[config.mk]
export PLATFORM = sky130hd
export DESIGN_NAME = unidade_controle_jogada_flat
export DESIGN_NICKNAME = d
export VERILOG_FILES = /design/src/rtl/unidade_controle_jogada_if.sv /design/src/rtl/unidade_controle_jogada.sv /design/src/flat_wrapper.sv
export SDC_FILE = /design/constraint.sdc
export NUM_CORES = 1
export LEC_CHECK = 0
export CAP_MARGIN = 5
export CORE_AREA = 3 3 40 42
export DETAILED_ROUTE_END_ITERATION = 10
export DIE_AREA = 0 0 43 45
export DONT_BUFFER_PORTS = 1
export PLACE_DENSITY = 0.56
export SLEW_MARGIN = 20
export SYNTH_ARGS = -nofsm -noshare
export SYNTH_HDL_FRONTEND = slang
export SYNTH_SLANG_ARGS = --single-unit
[constraint.sdc]
create_clock -name clock -period 1.63 [get_ports clock]
set_input_delay 0.163 -clock clock [delete_from_list [all_inputs] [get_ports clock]]
set_output_delay 0.163 -clock clock [all_outputs]
set_load 0.01 [all_outputs]
[src/rtl/unidade_controle_jogada_if.sv]
// rtl/unidade_controle_jogada_if.sv - strobe/status bundle between the play control unit and its datapath
//
// Purpose: groups the datapath control strobes and the datapath status flags.
//   master : control unit side (drives strobes, reads flags)
//   slave  : datapath side (reads strobes, drives flags)
// Signals:
//   zeraC              counter synchronous clear
//   contaC             counter enable
//   zeraR              key register clear
//   registraR          key register load
//   chavesIgualMemoria comparator equal flag (debug only)
//   fimC               counter terminal count (address 15)
//   fimDiferente       comparator mismatch flag
interface unidade_controle_jogada_if;
  logic zeraC;
  logic contaC;
  logic zeraR;
  logic registraR;
  logic chavesIgualMemoria;
  logic fimC;
  logic fimDiferente;

  modport master (
    output zeraC, contaC, zeraR, registraR,
    input  chavesIgualMemoria, fimC, fimDiferente
  );

  modport slave (
    input  zeraC, contaC, zeraR, registraR,
    output chavesIgualMemoria, fimC, fimDiferente
  );
endinterface

[src/rtl/unidade_controle_jogada.sv]
// rtl/unidade_controle_jogada.sv - control unit sequencing one round of plays over the game datapath
//
// Purpose: clears the datapath, waits for a play (rising edge of jogada), loads the
// keys, checks the comparison flags and advances the address, ending the round on
// the first mismatch or after 16 matching positions.
// Optional feature: define UNIDADE_CONTROLE_TIMEOUT_EN to end the round when no
// play arrives within TIMEOUT_CYCLES cycles in ESPERA.
// Ports:
//   clock      system clock, rising edge
//   reset      asynchronous, active-low
//   iniciar    start/restart request (level)
//   jogada     play indication (OR of keys)
//   dp         datapath strobes/flags (master modport)
//   pronto     round finished
//   acertou    round finished with all 16 matches
//   errou      round finished on mismatch
//   timeout    round finished by timeout (0 unless the timeout feature is built)
//   db_estado  current state code for the debug display
module unidade_controle_jogada #(
  parameter int TIMEOUT_CYCLES = 5000
) (
  input  logic                       clock,
  input  logic                       reset,
  input  logic                       iniciar,
  input  logic                       jogada,
  unidade_controle_jogada_if.master  dp,
  output logic                       pronto,
  output logic                       acertou,
  output logic                       errou,
  output logic                       timeout,
  output logic [3:0]                 db_estado
);

  typedef enum logic [3:0] {
    INICIAL     = 4'h0,
    PREPARACAO  = 4'h1,
    ESPERA      = 4'h2,
    REGISTRA    = 4'h4,
    COMPARACAO  = 4'h5,
    PROXIMO     = 4'h6,
    FIM_ACERTOU = 4'hA,
    FIM_TIMEOUT = 4'hB,
    FIM_ERROU   = 4'hE
  } state_t;

  state_t state;
  state_t state_next;

  // Reset value 1 so a key already held when reset is released is not a play.
  logic jogada_d;
  logic jogada_edge;
  assign jogada_edge = jogada & ~jogada_d;

  logic espera_expirou;

`ifdef UNIDADE_CONTROLE_TIMEOUT_EN
  localparam int TW = (TIMEOUT_CYCLES > 1) ? $clog2(TIMEOUT_CYCLES) : 1;
  localparam logic [TW-1:0] ESPERA_LAST = TW'(TIMEOUT_CYCLES - 1);

  logic [TW-1:0] espera_cnt;
  assign espera_expirou = (espera_cnt == ESPERA_LAST);

  // Counts cycles spent in ESPERA; zero whenever the next cycle is not a
  // continued stay, so every fresh entry starts from 0.
  always_ff @(posedge clock or negedge reset) begin
    if (!reset) begin
      espera_cnt <= '0;
    end else if (state == ESPERA && state_next == ESPERA) begin
      espera_cnt <= espera_cnt + 1'b1;
    end else begin
      espera_cnt <= '0;
    end
  end

  always_ff @(posedge clock or negedge reset) begin
    if (!reset) begin
      timeout <= 1'b0;
    end else begin
      timeout <= (state_next == FIM_TIMEOUT);
    end
  end
`else
  localparam int unused_timeout_cycles = TIMEOUT_CYCLES;
  assign espera_expirou = 1'b0;
  assign timeout        = 1'b0;
`endif

  // Comparator equal flag is only carried for top-level wiring.
  logic unused_igual;
  assign unused_igual = dp.chavesIgualMemoria;

  always_comb begin
    state_next = state;
    case (state)
      INICIAL:    if (iniciar) state_next = PREPARACAO;
      PREPARACAO: state_next = ESPERA;
      // A play on the last allowed cycle wins over the timeout.
      ESPERA: begin
        if (jogada_edge)         state_next = REGISTRA;
        else if (espera_expirou) state_next = FIM_TIMEOUT;
      end
      REGISTRA:   state_next = COMPARACAO;
      COMPARACAO: begin
        if (dp.fimDiferente) state_next = FIM_ERROU;
        else if (dp.fimC)    state_next = FIM_ACERTOU;
        else                 state_next = PROXIMO;
      end
      PROXIMO:    state_next = ESPERA;
      FIM_ACERTOU, FIM_ERROU, FIM_TIMEOUT: begin
        if (iniciar) state_next = PREPARACAO;
      end
      default:    state_next = INICIAL;
    endcase
  end

  // Outputs are registered from the next state so they follow the state
  // register exactly while being glitch-free.
  always_ff @(posedge clock or negedge reset) begin
    if (!reset) begin
      state        <= INICIAL;
      jogada_d     <= 1'b1;
      dp.zeraC     <= 1'b0;
      dp.zeraR     <= 1'b0;
      dp.contaC    <= 1'b0;
      dp.registraR <= 1'b0;
      pronto       <= 1'b0;
      acertou      <= 1'b0;
      errou        <= 1'b0;
    end else begin
      state        <= state_next;
      jogada_d     <= jogada;
      dp.zeraC     <= (state_next == PREPARACAO);
      dp.zeraR     <= (state_next == PREPARACAO);
      dp.contaC    <= (state_next == PROXIMO);
      dp.registraR <= (state_next == REGISTRA);
      pronto       <= (state_next == FIM_ACERTOU) || (state_next == FIM_ERROU) ||
                      (state_next == FIM_TIMEOUT);
      acertou      <= (state_next == FIM_ACERTOU);
      errou        <= (state_next == FIM_ERROU);
    end
  end

  assign db_estado = state;

endmodule

[src/flat_wrapper.sv]
// flat-port wrapper written by rule: the top's interface ports become plain ports
module unidade_controle_jogada_flat 
#(
  parameter int TIMEOUT_CYCLES = 5000
)
  (clock, reset, iniciar, jogada, pronto, acertou, errou, timeout, db_estado, dp_zeraC, dp_contaC, dp_zeraR, dp_registraR, dp_chavesIgualMemoria, dp_fimC, dp_fimDiferente);
  unidade_controle_jogada_if dp_i ();
  input  logic clock;
  input  logic reset;
  input  logic iniciar;
  input  logic jogada;
  output logic pronto;
  output logic acertou;
  output logic errou;
  output logic timeout;
  output logic [3:0] db_estado;
  output wire logic [$bits(dp_i.zeraC)-1:0] dp_zeraC;
  output wire logic [$bits(dp_i.contaC)-1:0] dp_contaC;
  output wire logic [$bits(dp_i.zeraR)-1:0] dp_zeraR;
  output wire logic [$bits(dp_i.registraR)-1:0] dp_registraR;
  input wire logic [$bits(dp_i.chavesIgualMemoria)-1:0] dp_chavesIgualMemoria;
  input wire logic [$bits(dp_i.fimC)-1:0] dp_fimC;
  input wire logic [$bits(dp_i.fimDiferente)-1:0] dp_fimDiferente;
  assign dp_zeraC = dp_i.zeraC;
  assign dp_contaC = dp_i.contaC;
  assign dp_zeraR = dp_i.zeraR;
  assign dp_registraR = dp_i.registraR;
  assign dp_i.chavesIgualMemoria = dp_chavesIgualMemoria;
  assign dp_i.fimC = dp_fimC;
  assign dp_i.fimDiferente = dp_fimDiferente;
  unidade_controle_jogada #(.TIMEOUT_CYCLES(TIMEOUT_CYCLES)) u_core (.clock(clock), .reset(reset), .iniciar(iniciar), .jogada(jogada), .dp(dp_i), .pronto(pronto), .acertou(acertou), .errou(errou), .timeout(timeout), .db_estado(db_estado));
endmodule
==> key figures <==
Run status
  – Status: finished, final reports clean

CTS
  – CTS Sinks: 11
  – Htree depth: 1
  – CTS Buf Count: 3
  – CTS tree: done
  – Clock latency on the worst-skew pair: 260 ps
  – Reg clk slew, reported paths: 70 ps
  – CTS root buf: clkbuf_4
  – CTS max path bufs: 2

Layout
  – Layout cells sized above 1: 34.69%
  – Layout fillers: 125
  – # nets final: 57
  – Leading cell types in the layout, fill and taps excluded: 10 x dfrtp_1, 3 x clkbuf_4, 3 x buf_4
  – Commonest non-fill, non-tap cell in the layout: dfrtp_1
  – # diodes: 0
  – Final Util: 45.18%
  – Area delta synth->final: 15.71%

Route
  – Vias: 344
  – 1st-pass router iterations: 1
  – Vias per cell: 5.375
  – Routed met2 length: 579 um
  – DRC: 0
  – Metal-1 WL: 337 um
  – Average wire per standard cell: 15.58 um
  – Routed Antenna Nets: 0
  – Uppermost routed layer: met4
  – 1st-iter DRT viols: 0
  – Met3 WL: 62 um
  – Routed wire length: 997 um

Global routing
  – First-pass GRT wire length: 1.518 mm
  – Initial antenna violation count: 0
  – GR Overflow Total: 0
  – Total GRT Usage: 11.55%
  – Largest net degree at the start of global routing: 12
  – Number of global-route vias before repair: 367

Run
  – Max-cap viol count: 0

Logic synthesis
  – Sequential area share after synthesis: 55.11%
  – Mapped cell area: 501.7 um^2
  – Synth Net Count: 49
  – Post-synth EDFFs: 0
  – Ys async rst share: 100.0%
  – Synth Register Bits: 11
  – Ys Warns: 0
  – Unique cell type count in the Yosys netlist: 28
  – Mapped Avg Cell Area: 11.95 um^2
  – Syn Inst Count: 42
  – Top_reg_cell synth: dfrtp_1

Power and ir drop
  – Clock share of power: 20.9%
  – Flop pwr share: 47.6%
  – VDD IR max: 0.0004811 V
  – Pint: 0.0005450 W
  – Switching Fraction: 37.35%
  – Cell Pwr Density: 1498 mW/mm^2
  – Pleak: 0.2809 nW
  – P_sw: 0.0003248 W
  – Combinational power share: 31.5%
  – Total power: 0.0008698 W

Placement
  – Port bufs: 0
  – Detailed Place HPWL: 712.3 um
  – Global placement routability congestion: 0.7105

STA
  – Fmax: 0.6679 GHz
  – Max-slew violation count: 0
  – Hold Vio Cnt, Final: 0
  – Unrepaired setup endpoints after global routing: false
  – Clk_skew: 2.701 ps
  – Setup violators final: 0
  – Setup TNS: 0 ps
  – Fin crit share: 91.86%
  – Min cycle time layout: 1497 ps

Setup path
  – Max incr delay on CP: 470 ps
  – Worst Path Required: 1810 ps
  – CP endpoint kind: register
  – R2r setup slk: 130 ps
  – CP max stage cell: dfrtp_1
  – Cells along the critical path: and3b_2, a32oi_1, o31a_1, inv_2, nor4b_2
  – R2R Path Start: u_core.db_estado[3]
  – R2R depth: 5
  – RR Endpoint: u_core.acertou
  – Worst path arrival time: 1670 ps
  – Startpoint types: register
  – CP Max Fanout: 6
  – Crit Path Category: register to register

Worst hold path
  – Hold Crit Start: dp_fimDiferente
  – Worst hold path class: input pin to register
  – Cells on Worst Hold Path: 2
  – Worst Hold Path EP: u_core.pronto

Die
  – Core area: 0.001285 mm^2
  – Boundary Pins: 19
  – Initial Util: 39.05%
  – Die H: 45 um
  – Die Wd: 43 um
  – Die area: 0.001935 mm^2
  – Row cnt: 13
stage by stage:
step / worst slack (ps) / area [um^2] / instances / hold slack (ps)
finish: 132.7 / 580.6 / 64 / 108.1
global route: 13.77 / 580.6 / 64 / 120.8
CTS: 47.75 / 574.3 / 64 / 98.41
detailed placement: 83.84 / 528.0 / 58 / -132.3
global placement: 130.0 / 528.0 / 58 / -132.4
floorplan: 239.2 / 501.7 / 42 / -132.6
worst max path at each step:
| stage | slack, ps | startpoint | to | cells after the start |
|---|---|---|---|---|
| 6_report | 130 | u_core.db_estado[3] | u_core.acertou | 5 |
| 5_1_grt | 10 | u_core.db_estado[2] | u_core.dp.contaC | 4 |
| 4_1_cts | 50 | u_core.db_estado[0] | u_core.dp.zeraC | 5 |
| 3_5_place_dp | 80 | u_core.db_estado[0] | u_core.dp.zeraC | 5 |
| 3_3_place_gp | 130 | u_core.db_estado[0] | u_core.dp.zeraC | 5 |
| 2_1_floorplan | 240 | u_core.db_estado[0] | u_core.acertou | 5 |
metal layers:
metal  vias to the layer above  global-route usage, %
li1                        158                      -
met1                       172                  10.50
met2                        10                  20.06
met3                         4                  5.179
met4                         0                  9.036
met5                         -                      0
cells by family after synthesis:
family                 count (synthesis)  synth area share, %
AO/OA/AOI/OAI                          6                9.726
buffers and inverters                  5                5.236
multiplexers                           2                3.990
flip-flops                            11                55.11
other                                  1               0.7474
AND/OR/NAND/NOR                       17                25.19
cell type report:
cell class | count | area (um^2) | share of cell area (%)
inverter | 3 | 11.26 | 1.940
multi-input combinational | 26 | 205.2 | 35.34
sequential | 11 | 276.5 | 47.63
tap | 15 | 18.77 | 3.233
timing repair buffer | 5 | 42.54 | 7.328
clock buffer | 4 | 26.28 | 4.526
Yosys cell counts (2+ instances only):
library cell	n	area share, %
dfrtp_1	10	50
buf_4	2	3.0
nor2_1	2	1.5
inv_1	2	1.5
mux2i_1	2	4.0
nand2b_1	2	2.5
critical path, delay by kind of cell (launching register included):
family / cells / cell delay (ps)
AND/OR/NAND/NOR: 2 / 490
AO/OA/AOI/OAI: 2 / 380
flip-flops: 1 / 470
buffers and inverters: 1 / 60
repair_timing:
| action | CTS | global route |
|---|---|---|
| setup buffers | 0 | 0 |
| hold endpoints to repair | 12 | 0 |
| endpoints found under the setup margin | 0 | 1 |
| gates resized for setup | 0 | 1 |
| hold buffers | 2 | 0 |
power groups by stage:
stage / combinational [W] / clock (W) / sequential (W)
after global routing: 0.000299 / 0.000211 / 0.000423
final: 0.000274 / 0.000182 / 0.000414
after CTS: 0.000266 / 0.000192 / 0.000411
after global placement: 0.000246 / 0 / 0.000413
after detailed placement: 0.000256 / 0 / 0.000417
after floorplan: 0.000172 / 0 / 0.000415
registers in the layout (all words and copies together) (netlist names):
signal and count:
u_core.db_estado 4, u_core.acertou 1, u_core.dp.contaC 1, u_core.dp.registraR 1, u_core.dp.zeraC 1, u_core.errou 1
u_core.jogada_d 1, u_core.pronto 1
No activity file was read; power rests on OpenSTA's default activity.
